===== src/rtl/alu_pkg.sv =====
// Shared ALU opcode constants, BIST state encoding and vector count.
package alu_pkg;

    localparam logic [3:0] ALU_AND  = 4'b0000;
    localparam logic [3:0] ALU_OR   = 4'b0001;
    localparam logic [3:0] ALU_ADD  = 4'b0010;
    localparam logic [3:0] ALU_XOR  = 4'b0011;
    localparam logic [3:0] ALU_SLL  = 4'b0100;
    localparam logic [3:0] ALU_SRL  = 4'b0101;
    localparam logic [3:0] ALU_SUB  = 4'b0110;
    localparam logic [3:0] ALU_SLT  = 4'b0111;
    localparam logic [3:0] ALU_SRA  = 4'b1000;
    localparam logic [3:0] ALU_SLTU = 4'b1001;

    localparam int NUM_VECTORS = 10;

    typedef enum logic [1:0] {
        BIST_IDLE  = 2'd0,
        BIST_APPLY = 2'd1,
        BIST_CHECK = 2'd2,
        BIST_DONE  = 2'd3
    } bist_state_t;

endpackage


===== src/rtl/alu_bist_rom.sv =====
// Fixed ALU self-test vector table with golden results; unused indices read as zero.
module alu_bist_rom
    import alu_pkg::*;
(
    input  logic [3:0]  idx,
    output logic [31:0] a,
    output logic [31:0] b,
    output logic [3:0]  ctrl,
    output logic [31:0] exp_res,
    output logic        exp_zero
);

    localparam logic [31:0] PAT_A = 32'hAAAA_AAAA;
    localparam logic [31:0] PAT_B = 32'h5555_5555;
    localparam logic [31:0] SH_15 = 32'h0000_000F;

    // Table lookup; every output defaults to zero for out-of-range indices.
    always_comb begin
        a        = '0;
        b        = '0;
        ctrl     = '0;
        exp_res  = '0;
        exp_zero = 1'b0;
        case (idx)
            4'd0: begin ctrl = ALU_AND;  a = PAT_A; b = PAT_B; exp_res = 32'h0000_0000; exp_zero = 1'b1; end
            4'd1: begin ctrl = ALU_OR;   a = PAT_A; b = PAT_B; exp_res = 32'hFFFF_FFFF; end
            4'd2: begin ctrl = ALU_ADD;  a = PAT_A; b = PAT_B; exp_res = 32'hFFFF_FFFF; end
            4'd3: begin ctrl = ALU_SUB;  a = PAT_A; b = PAT_B; exp_res = 32'h5555_5555; end
            4'd4: begin ctrl = ALU_SLT;  a = PAT_A; b = PAT_B; exp_res = 32'h0000_0001; end
            4'd5: begin ctrl = ALU_SLL;  a = PAT_A; b = PAT_B; exp_res = 32'h5540_0000; end
            4'd6: begin ctrl = ALU_SRL;  a = PAT_A; b = SH_15; exp_res = 32'h0001_5555; end
            4'd7: begin ctrl = ALU_XOR;  a = PAT_A; b = PAT_B; exp_res = 32'hFFFF_FFFF; end
            4'd8: begin ctrl = ALU_SRA;  a = PAT_A; b = SH_15; exp_res = 32'hFFFF_5555; end
            4'd9: begin ctrl = ALU_SLTU; a = PAT_A; b = PAT_B; exp_res = 32'h0000_0000; exp_zero = 1'b1; end
            default: ;
        endcase
    end

endmodule


===== src/rtl/alu_bist.sv =====
// ALU built-in self-test sequencer: applies the vector table, checks res/zero, reports.
//
// state | meaning
// IDLE  | waiting for start; alu_* hold last vector
// APPLY | vector idx driven, settle counter running down
// CHECK | compare ALU outputs against golden on the exiting edge
// DONE  | done pulse, pass valid; start here chains straight into a new run
module alu_bist
    import alu_pkg::*;
#(
    parameter int SETTLE_CYCLES = 1
) (
    input  logic        clk,
    input  logic        rstn,
    input  logic        start,
    output logic        busy,
    output logic        done,
    output logic        pass,
    output logic [3:0]  err_cnt,
    output logic [3:0]  fail_idx,
    output logic [31:0] alu_a,
    output logic [31:0] alu_b,
    output logic [3:0]  alu_ctrl,
    input  logic [31:0] alu_res,
    input  logic        alu_zero
);

    localparam logic [3:0] SETTLE_LOAD = 4'(SETTLE_CYCLES - 1);
    localparam logic [3:0] LAST_IDX    = 4'(NUM_VECTORS - 1);

    bist_state_t state;
    logic [3:0]  idx;
    logic [3:0]  settle_cnt;

    logic [31:0] cur_a, cur_b, cur_exp_res;
    logic [3:0]  cur_ctrl;
    logic        cur_exp_zero;
    logic [31:0] nxt_a, nxt_b, nxt_exp_res;
    logic [3:0]  nxt_ctrl, nxt_idx;
    logic        nxt_exp_zero;
    logic        mismatch;

    // Golden values for the vector currently under check.
    alu_bist_rom u_rom_cur (
        .idx      (idx),
        .a        (cur_a),
        .b        (cur_b),
        .ctrl     (cur_ctrl),
        .exp_res  (cur_exp_res),
        .exp_zero (cur_exp_zero)
    );

    // Operands for the vector loaded on the next APPLY entry.
    alu_bist_rom u_rom_nxt (
        .idx      (nxt_idx),
        .a        (nxt_a),
        .b        (nxt_b),
        .ctrl     (nxt_ctrl),
        .exp_res  (nxt_exp_res),
        .exp_zero (nxt_exp_zero)
    );

    // Next vector index and current-vector mismatch detection.
    always_comb begin
        nxt_idx  = (state == BIST_CHECK) ? idx + 4'd1 : 4'd0;
        mismatch = (alu_res != cur_exp_res) || (alu_zero != cur_exp_zero);
    end

    // Sequencer FSM with settle/index counters and registered result outputs.
    always_ff @(posedge clk) begin
        if (!rstn) begin
            state      <= BIST_IDLE;
            idx        <= '0;
            settle_cnt <= '0;
            busy       <= 1'b0;
            done       <= 1'b0;
            pass       <= 1'b0;
            err_cnt    <= '0;
            fail_idx   <= 4'hF;
            alu_a      <= '0;
            alu_b      <= '0;
            alu_ctrl   <= '0;
        end else begin
            done <= 1'b0;
            case (state)
                BIST_IDLE, BIST_DONE: begin
                    if (start) begin
                        state      <= BIST_APPLY;
                        busy       <= 1'b1;
                        idx        <= '0;
                        settle_cnt <= SETTLE_LOAD;
                        err_cnt    <= '0;
                        fail_idx   <= 4'hF;
                        pass       <= 1'b0;
                        alu_a      <= nxt_a;
                        alu_b      <= nxt_b;
                        alu_ctrl   <= nxt_ctrl;
                    end else begin
                        state <= BIST_IDLE;
                    end
                end
                BIST_APPLY: begin
                    if (settle_cnt == 4'd0) begin
                        state <= BIST_CHECK;
                    end else begin
                        settle_cnt <= settle_cnt - 4'd1;
                    end
                end
                BIST_CHECK: begin
                    if (mismatch) begin
                        err_cnt <= err_cnt + 4'd1;
                        if (fail_idx == 4'hF) begin
                            fail_idx <= idx;
                        end
                    end
                    if (idx == LAST_IDX) begin
                        state <= BIST_DONE;
                        busy  <= 1'b0;
                        done  <= 1'b1;
                        pass  <= !mismatch && (err_cnt == 4'd0);
                    end else begin
                        state      <= BIST_APPLY;
                        idx        <= nxt_idx;
                        settle_cnt <= SETTLE_LOAD;
                        alu_a      <= nxt_a;
                        alu_b      <= nxt_b;
                        alu_ctrl   <= nxt_ctrl;
                    end
                end
                default: state <= BIST_IDLE;
            endcase
        end
    end

endmodule


===== config.mk =====
export PLATFORM = sky130hd
export DESIGN_NAME = alu_bist
export DESIGN_NICKNAME = d
export VERILOG_FILES = /design/src/rtl/alu_pkg.sv /design/src/rtl/alu_bist_rom.sv /design/src/rtl/alu_bist.sv
export SDC_FILE = /design/constraint.sdc
export NUM_CORES = 1
export LEC_CHECK = 0
export ABC_CLOCK_PERIOD_IN_PS = 3050
export BUFFER_PORTS_ARGS = -buffer_cell sky130_fd_sc_hd__buf_2
export CORE_MARGIN = 3
export CORE_UTILIZATION = 56
export CTS_CLUSTER_DIAMETER = 80
export CTS_CLUSTER_SIZE = 10
export DETAILED_ROUTE_END_ITERATION = 7
export GPL_TIMING_DRIVEN = 0
export PLACE_DENSITY = 0.81
export SLEW_MARGIN = 40
export SYNTH_ARGS = -nofsm -noshare
export SYNTH_HDL_FRONTEND = slang
export SYNTH_HIERARCHICAL = 1
export SYNTH_SLANG_ARGS = --single-unit

===== constraint.sdc =====
create_clock -name clk -period 3.05 [get_ports clk]
set_input_delay 0.4575 -clock clk [delete_from_list [all_inputs] [get_ports clk]]
set_output_delay 0.4575 -clock clk [all_outputs]
set_load 0.02 [all_outputs]

# After elaboration in Yosys (flattened, before gate mapping)
# Index checks and enable logic that the tools add are counted.
[totals]
elab_cells = 104
output_inout_bits = 79
register_bits = 89
[classes]
reduce_logical = 21
mux = 38
eq_ne = 31
addsub = 3
[ops]
columns = ["operator", "n"]
rows = [
  ["$pmux W32 S6", 1],
  ["$mux W32", 5],
  ["$pmux W32 S2", 2],
  ["$pmux W31 S2", 1],
  ["$mux W4", 11],
  ["$pmux W4 S9", 1],
  ["$eq A4 B3 Y1 const B", 8],
  ["$ne A32 B32 Y1", 1],
  ["$pmux W4 S2", 4],
  ["$eq A4 B4 Y1 const B", 5],
  ["$eq A4 B2 Y1 const B", 4],
  ["$logic_not A4 Y1", 4],
  ["$pmux W4 S3", 1],
  ["$reduce_and A3 Y1", 4],
  ["$ne A2 B2 Y1 const B", 5],
  ["$reduce_or A10 Y1", 1],
  ["$add A4 B1 Y4 const B", 2],
  ["$eq A4 B1 Y1 const B", 2],
  ["$reduce_or A8 Y1", 1],
  ["$mux W1", 7],
  ["$pmux W2 S3", 1],
  ["$reduce_or A2 Y1", 3],
  ["$eq A2 B2 Y1 const B", 2],
  ["$mux W2", 2],
  ["13 further kinds", 15],
]

# Logic depth before layout (Yosys ltp)
[depth]
depth_word = 9
ltp_mapped = 12
depth_no_buf = 9

# By module
# Netlist, hierarchy kept.
[by_module_without_submodules]
columns = ["mod", "area_per_inst_um2", "seq_area_each_um2", "n_inst", "cells_per_inst"]
rows = [
  ["alu_bist", 3843.7, 1781.7, 1, 469],
  ["alu_bist_rom (u_rom_nxt)", 940.9, 0.0, 1, 130],
  ["alu_bist_rom (u_rom_cur)", 920.9, 0.0, 1, 128],
]

# Least setup slack after synthesis
# Ideal clock, no wire load.
[synth_path]
kind = "reg2reg"
start = "register state[0]"
end = "register alu_a[11]"
path_slack_ns = 0.411
stages_incl_launch_ff = 11
arrival_ns = 2.569
t_required_ns = 2.980
synth_period_minus_slack_ns = 2.639
n_path_buf = 3
path_cell_list = "dfxtp_1 > inv_1 > ha_1 > inv_1 > clkbuf_1 > nor2_1 > buf_6 > o21ai_0 > buf_4 > nand2_1 > a21oi_1"
[synth_between]
elab_chain_cells = 7
[synth_rtl]
columns = ["item", "line_no", "text"]
rows = [
  ["start: declaration", "alu_bist.sv:31", "bist_state_t state;"],
  ["start signal: assignment", "alu_bist.sv:72", "state <= BIST_IDLE;"],
  ["start signal: assignment", "alu_bist.sv:88", "state <= BIST_APPLY;"],
  ["start signal: assignment", "alu_bist.sv:99", "state <= BIST_IDLE;"],
  ["$eq A2 B2 Y1 *", "alu_bist.sv:65", "nxt_idx = (state == BIST_CHECK) ? idx + 4'd1 : 4'd0;"],
  ["$mux W4 *", "alu_bist.sv:65", ""],
  ["via nxt_idx[1]", "alu_bist.sv:39", "logic [3:0] nxt_ctrl, nxt_idx;"],
  ["$eq A4 B1 Y1 (tied with other cells)", "--", ""],
  ["$reduce_or A10 Y1 (no source line) *", "--", ""],
  ["$mux W32 *", "alu_bist_rom.sv:24", "case (idx)"],
  ["via nxt_a[11]", "alu_bist.sv:38", "logic [31:0] nxt_a, nxt_b, nxt_exp_res;"],
  ["$mux W32 (on tied branches)", "alu_bist.sv:116, alu_bist.sv:87", ""],
  ["$pmux W32 S2 *", "alu_bist.sv:85", "case (state)"],
  ["end signal: assignment", "alu_bist.sv:95", "alu_a <= nxt_a;"],
  ["end signal: assignment", "alu_bist.sv:125", "alu_a <= nxt_a;"],
  ["end: declaration", "alu_bist.sv:21", "output logic [31:0] alu_a,"],
]
# The timed path passes the listed nets; every way through them passes the cells marked *. The select of a mux whose other input is x is not followed.
# A chain may end at the register's enable or synchronous reset.

# Worst setup path after layout
[layout_path]
start = "register idx[2]"
end = "register fail_idx[0]"
[layout_between]
elab_chain_cells = 7
[layout_rtl]
columns = ["item", "line_no", "text"]
rows = [
  ["start: declaration", "alu_bist.sv:32", "logic [3:0] idx;"],
  ["start signal: assignment", "alu_bist.sv:123", "idx <= nxt_idx;"],
  ["$eq A4 B1 Y1 (tied with other cells)", "alu_bist_rom.sv:24", ""],
  ["$reduce_or A3 Y1 (no source line)", "--", ""],
  ["$pmux W32 S6 *", "alu_bist_rom.sv:24", ""],
  ["via cur_exp_res[2]", "alu_bist.sv:35", "logic [31:0] cur_a, cur_b, cur_exp_res;"],
  ["$ne A32 B32 Y1 *", "alu_bist.sv:66", "mismatch = (alu_res != cur_exp_res) || (alu_zero != cur_exp_zero);"],
  ["$logic_or A1 B1 Y1 *", "alu_bist.sv:66", ""],
  ["$ne A2 B2 Y1 (no source line) *", "--", ""],
  ["$reduce_and A4 Y1 (no source line) *", "--", ""],
  ["end signal: assignment", "alu_bist.sv:113", "fail_idx <= idx;"],
  ["end: declaration", "alu_bist.sv:20", "output logic [3:0] fail_idx,"],
]
# The timed path passes the listed nets; every way through them passes the cells marked *.

==> flow_summary.toml <==
[logic_synthesis]
netlist_area_um2 = 4830
ys_warn_count = 6
synth_area_per_cell_um2 = 8.00
syn_inst = 604

[timing]
fin_worst_skew_ns = 0.0176
post-route-period-util_pct = 92.0
rsz0062_at_grt = "false"
fmax_mhz = 356
worst_pin_slew_ns = 0.749
drv_slew = 0
hold_viol = 0
period_needed_ns = 2.81
holdWs_ns = 0.418
finalSetupViolations = 0
maxSlewHeadroom_pct = 48.7

[die]
num_io_pins = 115
rows = 33
core_area_um2 = 8300
fp.dieH_um = 98.9
start_util_pct = 58.2
die_w_um = 98.9
die_area_um2 = 9780

[finish]
final_layout_size_suffix_gt1_share_pct = 33.3
n_antenna_cell = 0
final_nets = 803
fill_cells = 730
final_util_pct = 70.4
area_growth_pct = 20.9

[power_and_ir_drop]
swShare_pct = 31.1
p_int_mw = 1.76
clockPowerShare_pct = 29.6
ir_worst_vdd_mv = 0.270
power_switching_mw = 0.794
powerDensity_nw_per_um2 = 437
comb_power_share_pct = 20.3
power.share.sequential_pct = 50.1
power.leakage_nw = 2.75

[cts]
cts.sinks = 89
ctsResizeCount = 0
cts_inserted_buffers = 9
htree_levels = 3
cts.clk_slew.worst_paths_ns = 0.09
hold_buffers = 0
cts_tree = "built"
cts_root_buffer = "clkbuf_8"
clock_path_buffers = 2
postCtsSetupBuffers = 0
insertion_delay_ns = 0.37

[routing]
drtIter0Drc = 144
firstDrtPassIters = 7
vias = 4239
drc = 0
wl_um = 10500
wl_per_cell_um = 12.1
postRouteAntennaNets = 0
avgViaCountPerCell = 4.88

[setup_path]
cp.arrival_ns = 3.11
timing.rr.start = "idx[2]"
reg2reg_setup_slack_ns = 0.24
worstSetupEndpointType = "flop"
reg2regPathDepth = 11
path_class = "flop to flop"
startpoint_type = "flop"
reg2reg_to = "fail_idx[0]"
crit_required_ns = 3.35
cp_max_fo = 10

[min_path]
min-delay-start = "rstn"
hold_depth = 2
worst_hold_path.endpoint = "alu_b[2]"
hp-class = "input port to flop"

[grt]
grt_max_degree = 16
grt.overflow.total = 0
grt_antenna_before_repair = 0
grt_pass1_vias = 3984
grt_pass1_wl_um = 17600
grt_usage_pct = 21.8

[place]
place.gp.congestion = 0.820
dp_hpwl_um = 8030
portBuffers = 114

[run]
cap_violations = 0

[outcome]
status = "complete, no violations"
-- cell type report --
class	count	area [um2]	area share [%]
sequential	89	1780	30.5
multi-input combinational	412	2280	39.0
buffer	119	847	14.5
inverter	13	48.8	0.835
clock inverter	5	38.8	0.664
clock buffer	10	138	2.35
tap	105	131	2.25
timing repair buffer	115	582	9.96
-- metal layers --
layer | up-vias | track usage [%] | part of all wire [%]
li1 | 2176 | - | -
met1 | 1955 | 27.3 | 45
met2 | 96 | 37.3 | 49
met3 | 12 | 5.45 | 4.9
met4 | 0 | 5.88 | 1.1
met5 | - | 0 | 0
-- cell usage in the layout, fill, tap and decap left out, types with 5 or more instances in the layout --
master    instances
buf_6             6
clkbuf_1         16
inv_1            10
buf_4            96
nand4_1          12
a21oi_1          68
nand2b_1          5
conb_1           30
ha_1              8
nor2b_1           5
clkbuf_8         10
nor2_1           16
buf_2           116
o21ai_0           8
nand2_1         143
dfxtp_1          89
xnor2_1          34
a21boi_0         13
-- power groups by stage --
| stage | logic (mW) | clock network (mW) | registers (mW) |
|---|---|---|---|
| final | 0.518 | 0.757 | 1.28 |
| after global routing | 0.572 | 0.815 | 1.29 |
| after CTS | 0.518 | 0.759 | 1.28 |
| after detailed placement | 0.517 | 0 | 1.31 |
| after global placement | 0.505 | 0 | 1.30 |
| after floorplan | 0.257 | 0 | 1.40 |
-- state kept, by name, summed over array words and instances, names as in the netlist --
name and count:
settle_cnt 4, pass 1, err_cnt 4, idx 4, alu_ctrl 4, busy 1
fail_idx 4, done 1, alu_a 32, alu_b 32, state 2
-- worst max-delay path, stage by stage (launching register included) --
cell and delay (ns):
dfxtp_1 0.49, buf_4 0.20, nor2b_1 0.06, o21bai_1 0.19, nand2_1 0.25, buf_4 0.21
xnor2_1 0.15, nand4_1 0.13, nor4_2 0.41, a31oi_2 0.28, and3_1 0.25, o21ai_1 0.12
-- through the flow --
stage / setup WS, ns / TNS [ns] / power [mW] / std cells / cell area, um2
2_1_floorplan: 0.477 / 0 / 1.66 / 633 / 4940
3_3_place_gp: -0.342 / -5.12 / 1.81 / 852 / 5640
3_5_place_dp: 0.139 / 0 / 1.82 / 853 / 5660
4_1_cts: 0.104 / 0 / 2.56 / 868 / 5840
5_1_grt: 0.0212 / 0 / 2.68 / 868 / 5840
6_report: 0.243 / 0 / 2.55 / 868 / 5840
-- how the worst max path moves through the flow --
| stage | endpoint | slack, ns | from | cells after the start |
|---|---|---|---|---|
| global placement | alu_a[31] | -0.34 | state[0] | 10 |
| global route | fail_idx[1] | 0.02 | idx[2] | 11 |
| finish | fail_idx[0] | 0.24 | idx[2] | 11 |
| detailed placement | fail_idx[0] | 0.14 | idx[0] | 10 |
| floorplan | alu_a[11] | 0.48 | state[0] | 10 |
| CTS | fail_idx[0] | 0.10 | idx[0] | 10 |
Note: power is estimated with default switching activity, not from simulation.
